--- src/rtl/forwarding_scoreboard_pkg.sv ---
`timescale 1ns/1ps
`default_nettype none
// ============================================================================
//  Module   : forwarding_scoreboard_pkg
//  Brief    : Shared constants and types for the forwarding scoreboard:
//             default widths, forward-select codes and the multicycle
//             slot state encoding.
//  Revision : 1.0 - initial release
// ============================================================================
package forwarding_scoreboard_pkg;

    // Default widths
    localparam int REG_ADDRS_BITS_DEF = 5;
    localparam int LAT_BITS_DEF       = 3;

    // Per-source operand select codes
    localparam logic [1:0] FWD_REG   = 2'b00;
    localparam logic [1:0] FWD_EXMEM = 2'b10;
    localparam logic [1:0] FWD_MEMWB = 2'b01;
    localparam logic [1:0] FWD_MC    = 2'b11;

    // Multicycle slot states
    typedef enum logic [1:0] {
        MC_IDLE = 2'd0,
        MC_BUSY = 2'd1,
        MC_DONE = 2'd2
    } mc_state_e;

endpackage
`default_nettype wire

--- src/rtl/forwarding_scoreboard_if.sv ---
`timescale 1ns/1ps
`default_nettype none
// ============================================================================
//  Module   : forwarding_scoreboard_if
//  Brief    : Pipeline hazard / forwarding bus between the pipeline control
//             (master) and the forwarding scoreboard (slave).
//  Revision : 1.0 - initial release
// ============================================================================
interface forwarding_scoreboard_if
    import forwarding_scoreboard_pkg::*;
#(
    parameter int REG_ADDRS_BITS = REG_ADDRS_BITS_DEF,
    parameter int NUM_SRC        = 2,
    parameter int LAT_BITS       = LAT_BITS_DEF
) ();

    logic                               i_ex_mem_RegWrite;
    logic                               i_mem_wb_RegWrite;
    logic [REG_ADDRS_BITS-1:0]          i_ex_mem_rd;
    logic [REG_ADDRS_BITS-1:0]          i_mem_wb_rd;
    logic [NUM_SRC*REG_ADDRS_BITS-1:0]  i_id_ex_src;
    logic [NUM_SRC*REG_ADDRS_BITS-1:0]  i_if_id_src;
    logic                               i_id_ex_MemRead;
    logic [REG_ADDRS_BITS-1:0]          i_id_ex_rt;
    logic                               i_mc_issue;
    logic [REG_ADDRS_BITS-1:0]          i_mc_rd;
    logic [LAT_BITS-1:0]                i_mc_latency;
    logic                               i_if_id_mc_req;

    logic [2*NUM_SRC-1:0]               o_foward;
    logic                               o_stall;
    logic                               o_mc_busy;
    logic                               o_mc_wb_valid;
    logic [REG_ADDRS_BITS-1:0]          o_mc_wb_rd;
    logic                               o_mc_overrun;

    // Scoreboard side
    modport slave (
        input  i_ex_mem_RegWrite, i_mem_wb_RegWrite, i_ex_mem_rd, i_mem_wb_rd,
        input  i_id_ex_src, i_if_id_src, i_id_ex_MemRead, i_id_ex_rt,
        input  i_mc_issue, i_mc_rd, i_mc_latency, i_if_id_mc_req,
        output o_foward, o_stall, o_mc_busy, o_mc_wb_valid, o_mc_wb_rd,
        output o_mc_overrun
    );

    // Pipeline control side
    modport master (
        output i_ex_mem_RegWrite, i_mem_wb_RegWrite, i_ex_mem_rd, i_mem_wb_rd,
        output i_id_ex_src, i_if_id_src, i_id_ex_MemRead, i_id_ex_rt,
        output i_mc_issue, i_mc_rd, i_mc_latency, i_if_id_mc_req,
        input  o_foward, o_stall, o_mc_busy, o_mc_wb_valid, o_mc_wb_rd,
        input  o_mc_overrun
    );

endinterface
`default_nettype wire

--- src/rtl/forwarding_scoreboard_fwd_select.sv ---
`timescale 1ns/1ps
`default_nettype none
// ============================================================================
//  Module   : fwd_select
//  Brief    : Operand forward select for one source register. Priority is
//             EX/MEM, then MEM/WB, then the multicycle writeback, else the
//             register file. Register 0 is never forwarded.
//  Revision : 1.0 - initial release
// ============================================================================
module fwd_select
    import forwarding_scoreboard_pkg::*;
#(
    parameter int REG_ADDRS_BITS = REG_ADDRS_BITS_DEF
) (
    input  wire logic                      i_ex_mem_we,
    input  wire logic [REG_ADDRS_BITS-1:0] i_ex_mem_rd,
    input  wire logic                      i_mem_wb_we,
    input  wire logic [REG_ADDRS_BITS-1:0] i_mem_wb_rd,
    input  wire logic                      i_mc_valid,
    input  wire logic [REG_ADDRS_BITS-1:0] i_mc_rd,
    input  wire logic [REG_ADDRS_BITS-1:0] i_src,
    output logic      [1:0]                o_sel
);

    // Newest producer wins; a zero destination never matches
    always_comb begin
        o_sel = FWD_REG;
        if (i_ex_mem_we && (i_ex_mem_rd != '0) && (i_ex_mem_rd == i_src)) begin
            o_sel = FWD_EXMEM;
        end else if (i_mem_wb_we && (i_mem_wb_rd != '0) && (i_mem_wb_rd == i_src)) begin
            o_sel = FWD_MEMWB;
        end else if (i_mc_valid && (i_mc_rd != '0) && (i_mc_rd == i_src)) begin
            o_sel = FWD_MC;
        end
    end

endmodule
`default_nettype wire

--- src/rtl/forwarding_scoreboard.sv ---
`timescale 1ns/1ps
`default_nettype none
// ============================================================================
//  Module   : forwarding_scoreboard
//  Brief    : Forwarding select, load-use / multicycle stall detection and a
//             single-slot multicycle unit tracker (IDLE -> BUSY -> DONE).
//  Revision : 1.0 - initial release
// ============================================================================
module forwarding_scoreboard
    import forwarding_scoreboard_pkg::*;
#(
    parameter int REG_ADDRS_BITS = REG_ADDRS_BITS_DEF,
    parameter int NUM_SRC        = 2,
    parameter int LAT_BITS       = LAT_BITS_DEF
) (
    input  wire logic               i_clock,
    input  wire logic               i_reset,
    forwarding_scoreboard_if.slave  bus
);

    mc_state_e                 state_q, state_d;
    logic [LAT_BITS-1:0]       cnt_q, cnt_d;
    logic [REG_ADDRS_BITS-1:0] rd_q, rd_d;
    logic                      overrun_q, overrun_d;
    logic                      busy_q, busy_d;
    logic                      wb_valid_q, wb_valid_d;
    logic [REG_ADDRS_BITS-1:0] wb_rd_q, wb_rd_d;

    logic [LAT_BITS-1:0]       w_lat_cnt;
    logic [2*NUM_SRC-1:0]      w_fwd;
    logic                      w_load_hit;
    logic                      w_mc_hit;

    // A latency of 0 behaves like 1: the slot is always busy at least one cycle
    assign w_lat_cnt = (bus.i_mc_latency == '0) ? '0 : bus.i_mc_latency - LAT_BITS'(1);

    // Slot next-state; busy/writeback outputs are computed one cycle ahead so
    // they come straight from flops
    always_comb begin
        state_d    = state_q;
        cnt_d      = cnt_q;
        rd_d       = rd_q;
        overrun_d  = overrun_q;
        busy_d     = 1'b0;
        wb_valid_d = 1'b0;
        wb_rd_d    = '0;
        case (state_q)
            MC_BUSY: begin
                // A second issue while occupied is dropped and flagged
                if (bus.i_mc_issue) begin
                    overrun_d = 1'b1;
                end
                if (cnt_q == '0) begin
                    state_d    = MC_DONE;
                    wb_valid_d = 1'b1;
                    wb_rd_d    = rd_q;
                end else begin
                    cnt_d  = cnt_q - LAT_BITS'(1);
                    busy_d = 1'b1;
                end
            end
            default: begin
                // IDLE and DONE both accept a new issue (back-to-back from DONE)
                if (bus.i_mc_issue) begin
                    state_d = MC_BUSY;
                    rd_d    = bus.i_mc_rd;
                    cnt_d   = w_lat_cnt;
                    busy_d  = 1'b1;
                end else begin
                    state_d = MC_IDLE;
                end
            end
        endcase
    end

    // Slot registers, cleared asynchronously so a reset mid-BUSY drops the result
    always_ff @(posedge i_clock or negedge i_reset) begin
        if (!i_reset) begin
            state_q    <= MC_IDLE;
            cnt_q      <= '0;
            rd_q       <= '0;
            overrun_q  <= 1'b0;
            busy_q     <= 1'b0;
            wb_valid_q <= 1'b0;
            wb_rd_q    <= '0;
        end else begin
            state_q    <= state_d;
            cnt_q      <= cnt_d;
            rd_q       <= rd_d;
            overrun_q  <= overrun_d;
            busy_q     <= busy_d;
            wb_valid_q <= wb_valid_d;
            wb_rd_q    <= wb_rd_d;
        end
    end

    // One forward selector per ID/EX source operand
    for (genvar k = 0; k < NUM_SRC; k++) begin : g_src
        fwd_select #(
            .REG_ADDRS_BITS (REG_ADDRS_BITS)
        ) u_fwd_select (
            .i_ex_mem_we (bus.i_ex_mem_RegWrite),
            .i_ex_mem_rd (bus.i_ex_mem_rd),
            .i_mem_wb_we (bus.i_mem_wb_RegWrite),
            .i_mem_wb_rd (bus.i_mem_wb_rd),
            .i_mc_valid  (wb_valid_q),
            .i_mc_rd     (wb_rd_q),
            .i_src       (bus.i_id_ex_src[k*REG_ADDRS_BITS +: REG_ADDRS_BITS]),
            .o_sel       (w_fwd[2*k +: 2])
        );
    end

    // Hazard search over IF/ID sources: pending load result or pending multicycle result
    always_comb begin
        w_load_hit = 1'b0;
        w_mc_hit   = 1'b0;
        for (int k = 0; k < NUM_SRC; k++) begin
            if (bus.i_id_ex_MemRead && (bus.i_id_ex_rt != '0) &&
                (bus.i_id_ex_rt == bus.i_if_id_src[k*REG_ADDRS_BITS +: REG_ADDRS_BITS])) begin
                w_load_hit = 1'b1;
            end
            if ((state_q == MC_BUSY) && (rd_q != '0) &&
                (rd_q == bus.i_if_id_src[k*REG_ADDRS_BITS +: REG_ADDRS_BITS])) begin
                w_mc_hit = 1'b1;
            end
        end
    end

    assign bus.o_foward      = w_fwd;
    assign bus.o_stall       = w_load_hit || w_mc_hit ||
                               ((state_q == MC_BUSY) && bus.i_if_id_mc_req);
    assign bus.o_mc_busy     = busy_q;
    assign bus.o_mc_wb_valid = wb_valid_q;
    assign bus.o_mc_wb_rd    = wb_rd_q;
    assign bus.o_mc_overrun  = overrun_q;

endmodule
`default_nettype wire

--- src/flat_wrapper.sv ---
// flat-port wrapper written by rule: the top's interface ports become plain ports
module forwarding_scoreboard_flat import forwarding_scoreboard_pkg::*;
#(
    parameter int REG_ADDRS_BITS = REG_ADDRS_BITS_DEF,
    parameter int NUM_SRC        = 2,
    parameter int LAT_BITS       = LAT_BITS_DEF
)
  (i_clock, i_reset, bus_i_ex_mem_RegWrite, bus_i_mem_wb_RegWrite, bus_i_ex_mem_rd, bus_i_mem_wb_rd, bus_i_id_ex_src, bus_i_if_id_src, bus_i_id_ex_MemRead, bus_i_id_ex_rt, bus_i_mc_issue, bus_i_mc_rd, bus_i_mc_latency, bus_i_if_id_mc_req, bus_o_foward, bus_o_stall, bus_o_mc_busy, bus_o_mc_wb_valid, bus_o_mc_wb_rd, bus_o_mc_overrun);
  forwarding_scoreboard_if #(.REG_ADDRS_BITS(REG_ADDRS_BITS), .NUM_SRC(NUM_SRC), .LAT_BITS(LAT_BITS)) bus_i ();
  input  wire logic i_clock;
  input  wire logic i_reset;
  input wire logic [$bits(bus_i.i_ex_mem_RegWrite)-1:0] bus_i_ex_mem_RegWrite;
  input wire logic [$bits(bus_i.i_mem_wb_RegWrite)-1:0] bus_i_mem_wb_RegWrite;
  input wire logic [$bits(bus_i.i_ex_mem_rd)-1:0] bus_i_ex_mem_rd;
  input wire logic [$bits(bus_i.i_mem_wb_rd)-1:0] bus_i_mem_wb_rd;
  input wire logic [$bits(bus_i.i_id_ex_src)-1:0] bus_i_id_ex_src;
  input wire logic [$bits(bus_i.i_if_id_src)-1:0] bus_i_if_id_src;
  input wire logic [$bits(bus_i.i_id_ex_MemRead)-1:0] bus_i_id_ex_MemRead;
  input wire logic [$bits(bus_i.i_id_ex_rt)-1:0] bus_i_id_ex_rt;
  input wire logic [$bits(bus_i.i_mc_issue)-1:0] bus_i_mc_issue;
  input wire logic [$bits(bus_i.i_mc_rd)-1:0] bus_i_mc_rd;
  input wire logic [$bits(bus_i.i_mc_latency)-1:0] bus_i_mc_latency;
  input wire logic [$bits(bus_i.i_if_id_mc_req)-1:0] bus_i_if_id_mc_req;
  output wire logic [$bits(bus_i.o_foward)-1:0] bus_o_foward;
  output wire logic [$bits(bus_i.o_stall)-1:0] bus_o_stall;
  output wire logic [$bits(bus_i.o_mc_busy)-1:0] bus_o_mc_busy;
  output wire logic [$bits(bus_i.o_mc_wb_valid)-1:0] bus_o_mc_wb_valid;
  output wire logic [$bits(bus_i.o_mc_wb_rd)-1:0] bus_o_mc_wb_rd;
  output wire logic [$bits(bus_i.o_mc_overrun)-1:0] bus_o_mc_overrun;
  assign bus_i.i_ex_mem_RegWrite = bus_i_ex_mem_RegWrite;
  assign bus_i.i_mem_wb_RegWrite = bus_i_mem_wb_RegWrite;
  assign bus_i.i_ex_mem_rd = bus_i_ex_mem_rd;
  assign bus_i.i_mem_wb_rd = bus_i_mem_wb_rd;
  assign bus_i.i_id_ex_src = bus_i_id_ex_src;
  assign bus_i.i_if_id_src = bus_i_if_id_src;
  assign bus_i.i_id_ex_MemRead = bus_i_id_ex_MemRead;
  assign bus_i.i_id_ex_rt = bus_i_id_ex_rt;
  assign bus_i.i_mc_issue = bus_i_mc_issue;
  assign bus_i.i_mc_rd = bus_i_mc_rd;
  assign bus_i.i_mc_latency = bus_i_mc_latency;
  assign bus_i.i_if_id_mc_req = bus_i_if_id_mc_req;
  assign bus_o_foward = bus_i.o_foward;
  assign bus_o_stall = bus_i.o_stall;
  assign bus_o_mc_busy = bus_i.o_mc_busy;
  assign bus_o_mc_wb_valid = bus_i.o_mc_wb_valid;
  assign bus_o_mc_wb_rd = bus_i.o_mc_wb_rd;
  assign bus_o_mc_overrun = bus_i.o_mc_overrun;
  forwarding_scoreboard #(.REG_ADDRS_BITS(REG_ADDRS_BITS), .NUM_SRC(NUM_SRC), .LAT_BITS(LAT_BITS)) u_core (.i_clock(i_clock), .i_reset(i_reset), .bus(bus_i));
endmodule
--- config.mk ---
export PLATFORM = sky130hd
export DESIGN_NAME = forwarding_scoreboard_flat
export DESIGN_NICKNAME = d
export VERILOG_FILES = /design/src/rtl/forwarding_scoreboard_pkg.sv /design/src/rtl/forwarding_scoreboard_if.sv /design/src/rtl/forwarding_scoreboard_fwd_select.sv /design/src/rtl/forwarding_scoreboard.sv /design/src/flat_wrapper.sv
export SDC_FILE = /design/constraint.sdc
export NUM_CORES = 1
export LEC_CHECK = 0
export CORE_AREA = 8 8 69 71
export CTS_CLUSTER_DIAMETER = 80
export DETAILED_ROUTE_END_ITERATION = 10
export DIE_AREA = 0 0 77 79
export PLACE_DENSITY = 0.78
export SLEW_MARGIN = 30
export SYNTH_ARGS = -nofsm -noshare
export SYNTH_HDL_FRONTEND = slang
export SYNTH_HIERARCHICAL = 1
export SYNTH_SLANG_ARGS = --single-unit
--- constraint.sdc ---
create_clock -name i_clock -period 1.5 [get_ports i_clock]
set_input_delay 0.15 -clock i_clock [delete_from_list [all_inputs] [get_ports i_clock]]
set_output_delay 0.15 -clock i_clock [all_outputs]
set_load 0.005 [all_outputs]
# --- After elaboration in Yosys (flattened, before gate mapping) ---
# Index checks and enable logic that the tools add are counted.
word_totals:
  out_inout_bits: 13
  memories: 0
  rom_bits: 0
  in_bits: 50
  latch_bits: 0
  mem_bits_rw: 0
  register_bits: 18
op_classes:
  n_eq_ne: 13
  n_div: 0
  shift: 0
  n_mul: 0
  order_cmp: 0
  add_sub_neg: 2
  reduce_logical: 29
  n_mux: 24
  n_bitwise: 1
ops:
  columns: ["operator", "n"]
  rows:
  - ["$eq A5 B5 Y1", 10]
  - ["$reduce_bool A5 Y1", 5]
  - ["$logic_and A1 B1 Y1", 16]
  - ["$mux W2", 8]
  - ["$mux W3", 4]
  - ["$mux W1", 10]
  - ["$mux W5", 2]
  - ["$logic_not A3 Y1", 2]
  - ["$reduce_and A2 Y1", 3]
  - ["$sub A3 B1 Y3 const B", 2]
  - ["$eq A2 B1 Y1 const B", 1]
  - ["$logic_or A1 B1 Y1", 2]
  - ["$ne A2 B1 Y1 const B", 1]
  - ["$ne A2 B2 Y1 const B", 1]
  - ["$reduce_bool A2 Y1", 1]
  - ["$not A1 Y1", 1]

# --- Longest topological paths before layout ---
# Gate-level depths: netlist (run 1).
depth:
  ltp_word: 7
  mapped_depth: 6
  depth_no_buf: 6

# --- Cells and area by module ---
# The synthesis (run 1) kept the hierarchy.
modules_own_cells:
  columns: ["module", "instances", "cells_per_inst", "area_per_inst_um2"]
  rows:
  - ["forwarding_scoreboard", 1, 99, 1051.0]
  - ["fwd_select", 2, 34, 226.5]

# --- Least setup slack after synthesis (run 1) ---
# OpenSTA, ideal clock, no wires.
synth_path:
  path_kind: "register -> output"
  startpoint: "reg u_core.rd_q[3]"
  endpoint: "out bus_o_stall"
  stages_incl_launch_ff: 6
  path_slack_ns: 0.225
  arrival_time_ns: 1.125
  n_path_buf: 0
  required_ns: 1.350
  path_cell_list: "dfrtp_1 xnor2_1 nand3_1 o32ai_2 a21oi_1 o22ai_1"
synth_via:
  elab_chain_len: 7
  word_cells_on_any_way: 10
synth_lines:
  columns: ["item", "line_no", "text"]
  rows:
  - ["from (decl)", "forwarding_scoreboard.sv:23", "logic [REG_ADDRS_BITS-1:0] rd_q, rd_d;"]
  - ["from (signal assigned)", "forwarding_scoreboard.sv:89", "rd_q <= rd_d;"]
  - ["$reduce_bool A5 Y1", "forwarding_scoreboard.sv:122", "if ((state_q == MC_BUSY) && (rd_q != '0) &&"]
  - ["$logic_and A1 B1 Y1 (2 in series)", "forwarding_scoreboard.sv:122", null]
  - ["$mux W1", "forwarding_scoreboard.sv:122", null]
  - ["$mux W1 *", "forwarding_scoreboard.sv:122", null]
  - ["$logic_or A1 B1 Y1 * (2 in series)", "forwarding_scoreboard.sv:130", "assign bus.o_stall = w_load_hit || w_mc_hit ||"]
  - ["to (decl)", "flat_wrapper.sv:25", "output wire logic [$bits(bus_i.o_stall)-1:0] bus_o_stall;"]
# Every way passes the cells marked *; elsewhere a longest branch is shown, timed or not.

# --- Final worst setup path (run 1) ---
layout_path:
  startpoint: "reg u_core.wb_rd_q[3] (netlist: u_core/bus.o_mc_wb_rd[3])"
  endpoint: "out bus_o_foward[3]"
layout_via:
  elab_chain_len: 6
  word_cells_on_any_way: 7
layout_lines:
  columns: ["item", "line_no", "text"]
  rows:
  - ["from (decl)", "forwarding_scoreboard.sv:27", "logic [REG_ADDRS_BITS-1:0] wb_rd_q, wb_rd_d;"]
  - ["from (signal assigned)", "forwarding_scoreboard.sv:93", "wb_rd_q <= wb_rd_d;"]
  - ["$reduce_bool A5 Y1", "forwarding_scoreboard_fwd_select.sv:32", "end else if (i_mc_valid && (i_mc_rd != '0) && (i_mc_rd == i_src)) begin"]
  - ["$logic_and A1 B1 Y1", "forwarding_scoreboard_fwd_select.sv:32", null]
  - ["$logic_and A1 B1 Y1 *", "forwarding_scoreboard_fwd_select.sv:32", null]
  - ["$mux W2 *", "forwarding_scoreboard_fwd_select.sv:32", null]
  - ["$mux W2 *", "forwarding_scoreboard_fwd_select.sv:30", "end else if (i_mem_wb_we && (i_mem_wb_rd != '0) && (i_mem_wb_rd == i_src)) begin"]
  - ["$mux W2 *", "forwarding_scoreboard_fwd_select.sv:28", "if (i_ex_mem_we && (i_ex_mem_rd != '0) && (i_ex_mem_rd == i_src)) begin"]
  - ["to (decl)", "flat_wrapper.sv:24", "output wire logic [$bits(bus_i.o_foward)-1:0] bus_o_foward;"]
# Marks and branches as above.

==> results of run 1 <==
-- routing by layer --
| layer | track usage (%) | wire (um) | part of all wire, % | vias up |
|---|---|---|---|---|
| li1 | - | - | - | 779 |
| met1 | 18.8 | 2240 | 48 | 719 |
| met2 | 25.9 | 2150 | 46 | 62 |
| met3 | 2.71 | 238 | 5.1 | 5 |
| met4 | 5.09 | 45 | 0.96 | 0 |
| met5 | 0 | 0 | 0 | - |
-- cells in the final DEF, fill, tap and decap left out, types with 2 or more instances in the layout --
cell / n
o21ai_1: 3
nor2_1: 11
buf_2: 4
nor4_1: 2
xor2_1: 15
xnor2_1: 27
dfrtp_2: 2
o41ai_2: 2
dfrtp_1: 16
a211oi_1: 2
clkdlybuf4s50_1: 35
nand2_1: 18
mux2_2: 5
buf_6: 3
a21oi_1: 3
a21oi_2: 3
xnor2_2: 2
clkbuf_8: 3
inv_1: 3
ha_1: 3
o21bai_1: 2
nand4_1: 2
buf_4: 30
and2_1: 5
or4_1: 5
nand3_1: 5
o22ai_1: 2
dlygate4sd2_1: 22
nor3_1: 4
a31oi_1: 2
-- power groups by stage --
stage | Combinational (uW) | Sequential (uW) | Clock, uW
floorplan | 883 | 864 | 0
global placement | 1530 | 857 | 0
detailed placement | 1580 | 863 | 0
CTS | 1630 | 858 | 335
global route | 1850 | 894 | 360
finish | 1690 | 872 | 329
-- worst max-delay path, delay by kind of cell, from the launching register on --
family | cells | cell delay (ns)
buffers and inverters | 2 | 0.41
and+or+nand+nor | 2 | 0.34
DFF | 1 | 0.43
AOI/OAI and AO/OA | 2 | 0.16
-- logic make-up after synthesis --
group	share of synthesized area, %
compound gates	11.7
xor+xnor	25.6
fa+ha+maj	3.33
buf+inv	2.50
flops	29.9
mux	3.74
simple gates	23.1
-- metrics by stage --
stage          worst slack, ns  TNS [ns]
5_1_grt                 -0.349     -1.70
3_3_place_gp            -0.767     -3.61
6_report                -0.248     -1.13
3_5_place_dp            -0.822     -3.74
4_1_cts                 -0.258     -1.13
2_1_floorplan            0.225         0
-- flip-flops by register name, indices dropped and copies added (netlist names) --
register	flops
u_core/state_q	2
u_core/bus.o_mc_overrun	1
u_core/rd_q	5
u_core/bus.o_mc_wb_valid	1
u_core/cnt_q	3
u_core/bus.o_mc_busy	1
u_core/bus.o_mc_wb_rd	5
-- repair_timing --
| action | CTS | global route |
|---|---|---|
| resized for setup | 54 | 10 |
| setup buffers | 2 | 1 |
| pin swaps | 15 | 11 |
| hold buffers | 0 | 0 |
| endpoints found under the setup margin | 5 | 8 |
-- area by class of cell --
type	count	area share, %
tap	50	2.50
timing repair buffer	95	33.3
sequential	18	18.1
clock buffer	3	1.65
multi-input combinational	143	43.9
inverter	4	0.599
-- final timing paths --
path,from,to,depth (start not counted)
worst max-delay path,u_core/bus.o_mc_wb_rd[3],bus_o_foward[3],6
worst min-delay path,i_reset,u_core/cnt_q[1],2
worst max register to register,u_core/cnt_q[0],u_core/cnt_q[0],6
worst min register to register,u_core/bus.o_mc_overrun,u_core/bus.o_mc_overrun,1
max in group asynchronous,i_reset,u_core/bus.o_mc_wb_rd[0],2
min in group i_clock,u_core/bus.o_mc_overrun,u_core/bus.o_mc_overrun,1
==> impl_metrics.env, run 1 <==
export IMPL_die_x_um=77
export IMPL_grtUsageTotal_pct=15.1
export IMPL_worst_setup_path_start_kind="flip-flop"
export IMPL_syn_nets=221
export IMPL_syn_inst=167
export IMPL_regArea_um2=453
export IMPL_final_cell_count_no_fill=313
export IMPL_synthArstFlopShare_pct=100
export IMPL_cts_tree="built"
export IMPL_fill_cells=348
export IMPL_worst_path_max_delay_cell="dfrtp_1"
export IMPL_yosysTopAreaCell="dfrtp_1"
export IMPL_power_density_nw_per_um2=1160
export IMPL_fmax_ghz=0.572
export IMPL_synthDistinctLibCells=34
export IMPL_power_internal_uw=1830
export IMPL_grt_pass1_vias=1689
export IMPL_first_pass_iters=4
export IMPL_die_h_um=79
export IMPL_pwr_share_clk_pct=11.4
export IMPL_endpoint_kind="output pin"
export IMPL_portBuffers=62
export IMPL_critPathKind="reg2out"
export IMPL_wl_per_cell_um=14.9
export IMPL_drv_slew=0
export IMPL_ios=63
export IMPL_cts_max_path_buffers=2
export IMPL_dp_hpwl_um=3800
export IMPL_grt_first_pass_wirelength_um=7620
export IMPL_cp_cell_sequence="buf_6 > nor4_4 > o21ai_2 > nand4_1 > o21bai_1 > dlygate4sd2_1"
export IMPL_finalWirelength_um=4670
export IMPL_gp_congestion=0.857
export IMPL_post_place_cells=307
export IMPL_p_switching_uw=1060
export IMPL_drc_errors=0
export IMPL_drv_cap=0
export IMPL_rrSetupSlack_ns=0.13
export IMPL_antenna_found_initial=0
export IMPL_grt_ovfl_total=0
export IMPL_cts_sinks=18
export IMPL_synth_flop_cell="dfrtp_1"
export IMPL_switching_share_pct=36.7
export IMPL_max_slew_margin_rel_pct=81.3
export IMPL_vias=1565
export IMPL_ant_nets=0
export IMPL_violations="setup timing"
export IMPL_cp_required_ns=1.35
export IMPL_placed_area_um2=2390
export IMPL_pwr_share_comb_pct=58.5
export IMPL_crit_arrival_ns=1.60
export IMPL_drive_above_1_share_pct=25.9
export IMPL_grt_start_max_net_pins=19
export IMPL_setup_slack_ns=-0.248
export IMPL_syn_avg_cell_area_um2=9.01
export IMPL_timing_final_setup_violations=6
export IMPL_synth_edf_count=0
export IMPL_htree_num_levels=1
export IMPL_yosysMostFrequentCell="xnor2_1"
export IMPL_drt_iter0_drc=44
export IMPL_synth_commonest_cells="29 x xnor2_1, 18 x dfrtp_1, 18 x nand2_1"
export IMPL_final_util_pct=66.0
export IMPL_ir_worst_vdd_uv=866
export IMPL_n_antenna_cell=0
export IMPL_cp_max_fo=3
export IMPL_cts_clk_slew_worst_paths_ns=0.06
export IMPL_outcome="finished, violations left"
export IMPL_rsz0062_at_grt="true"
export IMPL_netlist_area_um2=1500
export IMPL_hold_viol_final=0
export IMPL_finalInstanceArea_um2=2510
export IMPL_syn_to_final_growth_pct=66.6
export IMPL_die_area_um2=6080
export IMPL_yosysWarnings=6
export IMPL_cts_buffers_inserted=3
export IMPL_clk_latency_ns=0.25
export IMPL_vias_per_cell=5.00
export IMPL_power_total_uw=2900
export IMPL_p_seq_share_pct=30.1
export IMPL_ys_seq_area_share_pct=30.0
export IMPL_timing_final_crit_share_pct=117
export IMPL_netlist_area_leader_share_pct=30.0
export IMPL_hold_path_class="in2async"
export IMPL_nNetsFinal=319
export IMPL_clockRootBuffer="clkbuf_8"
export IMPL_finClkSkew_ns=0.00451
export IMPL_synth_seq_cells=18
export IMPL_p_leak_uw=0.00109
export IMPL_tightest_slew_ns=0.277
export IMPL_fin_crit_ns=1.75
export IMPL_crit_path_max_incr_delay_ns=0.43
export IMPL_initial_utilization_pct=39.6
export IMPL_netlist_top_cells_area="dfrtp_1 30%, xnor2_1 17%, xor2_1 8.7%, nand2_1 4.5%, mux2_2 3.7%"
export IMPL_core_um2=3800
export IMPL_multi_input_area_um2=1100
export IMPL_num_rows=23
export IMPL_hold_ws_ns=0.216
Note: power is estimated with default switching activity, not from simulation.
==> run 2, diff against run 1 <==
Settings changed: REMOVE_ABC_BUFFERS set to 1.
==> impl_metrics.env, run 2 (synthesized netlist as in run 1, its figures left out) <==
export IMPL_drt_iter0_drc=62
export IMPL_cp_max_fo=3
export IMPL_drc_errors=0
export IMPL_grt_ovfl_total=0
export IMPL_fin_crit_ns=1.76
export IMPL_post_place_ws_ns=-0.772
export IMPL_drv_slew=0
export IMPL_power_density_nw_per_um2=1180
export IMPL_die_area_um2=6080
export IMPL_ios=63
export IMPL_core_um2=3800
export IMPL_grt_first_pass_wirelength_um=7770
export IMPL_fill_cells=329
export IMPL_most_common_layout_cells="33 x clkdlybuf4s50_1, 31 x buf_4, 26 x xnor2_1"
export IMPL_drive_above_1_share_pct=25.4
export IMPL_finClkSkew_ns=0.00316
export IMPL_setup_tns_final_ns=-1.05
export IMPL_outcome="finished, violations left"
export IMPL_grt_start_max_net_pins=19
export IMPL_drv_cap=0
export IMPL_rsz0062_at_grt="true"
export IMPL_use_met3_pct=2.48
export IMPL_finalWirelength_um=4830
export IMPL_cts_sinks=18
export IMPL_power_total_uw=2970
export IMPL_timing_final_setup_violations=5
export IMPL_grt_use_met2_pct=26.3
export IMPL_cts_clk_slew_worst_paths_ns=0.07
export IMPL_crit_arrival_ns=1.61
export IMPL_nNetsFinal=319
export IMPL_initial_utilization_pct=39.6
export IMPL_grtUsageTotal_pct=15.1
export IMPL_grt_util_met1_pct=19.6
export IMPL_vias=1587
export IMPL_hold_viol_final=0
export IMPL_antenna_found_initial=0
export IMPL_dp_hpwl_um=3770
export IMPL_setup_slack_ns=-0.263
export IMPL_clockRootBuffer="clkbuf_8"
export IMPL_syn_to_final_growth_pct=67.6
export IMPL_clk_latency_ns=0.25
export IMPL_hold_path_class="in2async"
export IMPL_die_x_um=77
export IMPL_worst_setup_path_start_kind="flip-flop"
export IMPL_cts_tree="built"
export IMPL_cp_cell_sequence="or2_2 > o21ai_1 > nand4_1 > buf_4 > a21oi_2 > buf_2"
export IMPL_die_h_um=79
export IMPL_critPathKind="reg2out"
export IMPL_max_slew_margin_rel_pct=79.4
export IMPL_first_pass_iters=4
export IMPL_endpoint_kind="output pin"
export IMPL_grt_busiest_layer="met2"
export IMPL_fmax_ghz=0.567
export IMPL_hold_buffers=0
export IMPL_tightest_slew_ns=0.306
export IMPL_crit_path_max_incr_delay_ns=0.38
export IMPL_ir_worst_vdd_uv=933
export IMPL_violations="setup timing"
export IMPL_num_rows=23
export IMPL_cts_max_path_buffers=2
export IMPL_final_common_cell="clkdlybuf4s50_1"
export IMPL_p_leak_uw=0.00111
export IMPL_vias_per_cell=5.05
export IMPL_cp_required_ns=1.35
export IMPL_portBuffers=62
export IMPL_timing_final_crit_share_pct=118
export IMPL_wl_per_cell_um=15.4
export IMPL_cts_buffers_inserted=3
export IMPL_htree_num_levels=1
export IMPL_ant_nets=0
export IMPL_n_antenna_cell=0
export IMPL_final_util_pct=66.3
export IMPL_gp_congestion=0.840
export IMPL_worst_path_max_delay_cell="dfrtp_1"
export IMPL_grt_pass1_vias=1681
## run 2: path summary, 6_finish.rpt
check,startpoint,to,slack [ns],cells past startpoint
max,u_core/bus.o_mc_wb_rd[4],bus_o_foward[2],-0.26,6
min,i_reset,u_core/rd_q[1],0.22,2
max reg2reg,u_core/cnt_q[0],u_core/cnt_q[0],0.05,6
min reg2reg,u_core/bus.o_mc_overrun,u_core/bus.o_mc_overrun,0.48,1
max in group asynchronous,i_reset,u_core/bus.o_mc_wb_rd[0],1.08,2
min in group i_clock,u_core/bus.o_mc_overrun,u_core/bus.o_mc_overrun,0.48,1
## run 2: report_power, final
group / total, uW / internal (uW) / switching, uW / leakage [uW]
sequential: 868 / 680 / 188 / 0.000217
combinational: 1720 / 989 / 729 / 0.000868
clock: 387 / 233 / 155 / 0.0000288
## run 2: through the flow
stage / cell area, um2 / hold slack, ns / instances
final: 2520 / 0.219 / 314
after global routing: 2520 / 0.244 / 314
after CTS: 2490 / 0.226 / 312
after detailed placement: 2370 / 0.472 / 305
after global placement: 2370 / 0.447 / 305
after floorplan: 1480 / -0.146 / 165
## run 2: area by class of cell
type | count | area [um2] | area share, %
inverter | 4 | 15.0 | 0.596
clock buffer | 4 | 55.1 | 2.18
tap | 50 | 62.6 | 2.48
timing repair buffer | 95 | 846 | 33.6
sequential | 18 | 453 | 18.0
multi-input combinational | 143 | 1090 | 43.2
## run 2: repair_timing
item / CTS / global route
pin swaps: 19 / 11
gates resized for setup: 57 / 5
endpoints found under the setup margin: 5 / 9
setup buffers: 4 / 2
## run 2: metal layers
layer | vias to the layer above | wire, um
met5 | - | 0
met4 | 0 | 41
met3 | 4 | 227
met2 | 62 | 2270
met1 | 740 | 2290
li1 | 781 | -
## run 2: critical path, delay by kind of cell, from the launching register on
kind | cells | cell delay [ns]
flip-flops | 1 | 0.38
buffers and inverters | 2 | 0.29
AND/OR/NAND/NOR | 2 | 0.42
AO/OA/AOI/OAI | 2 | 0.27
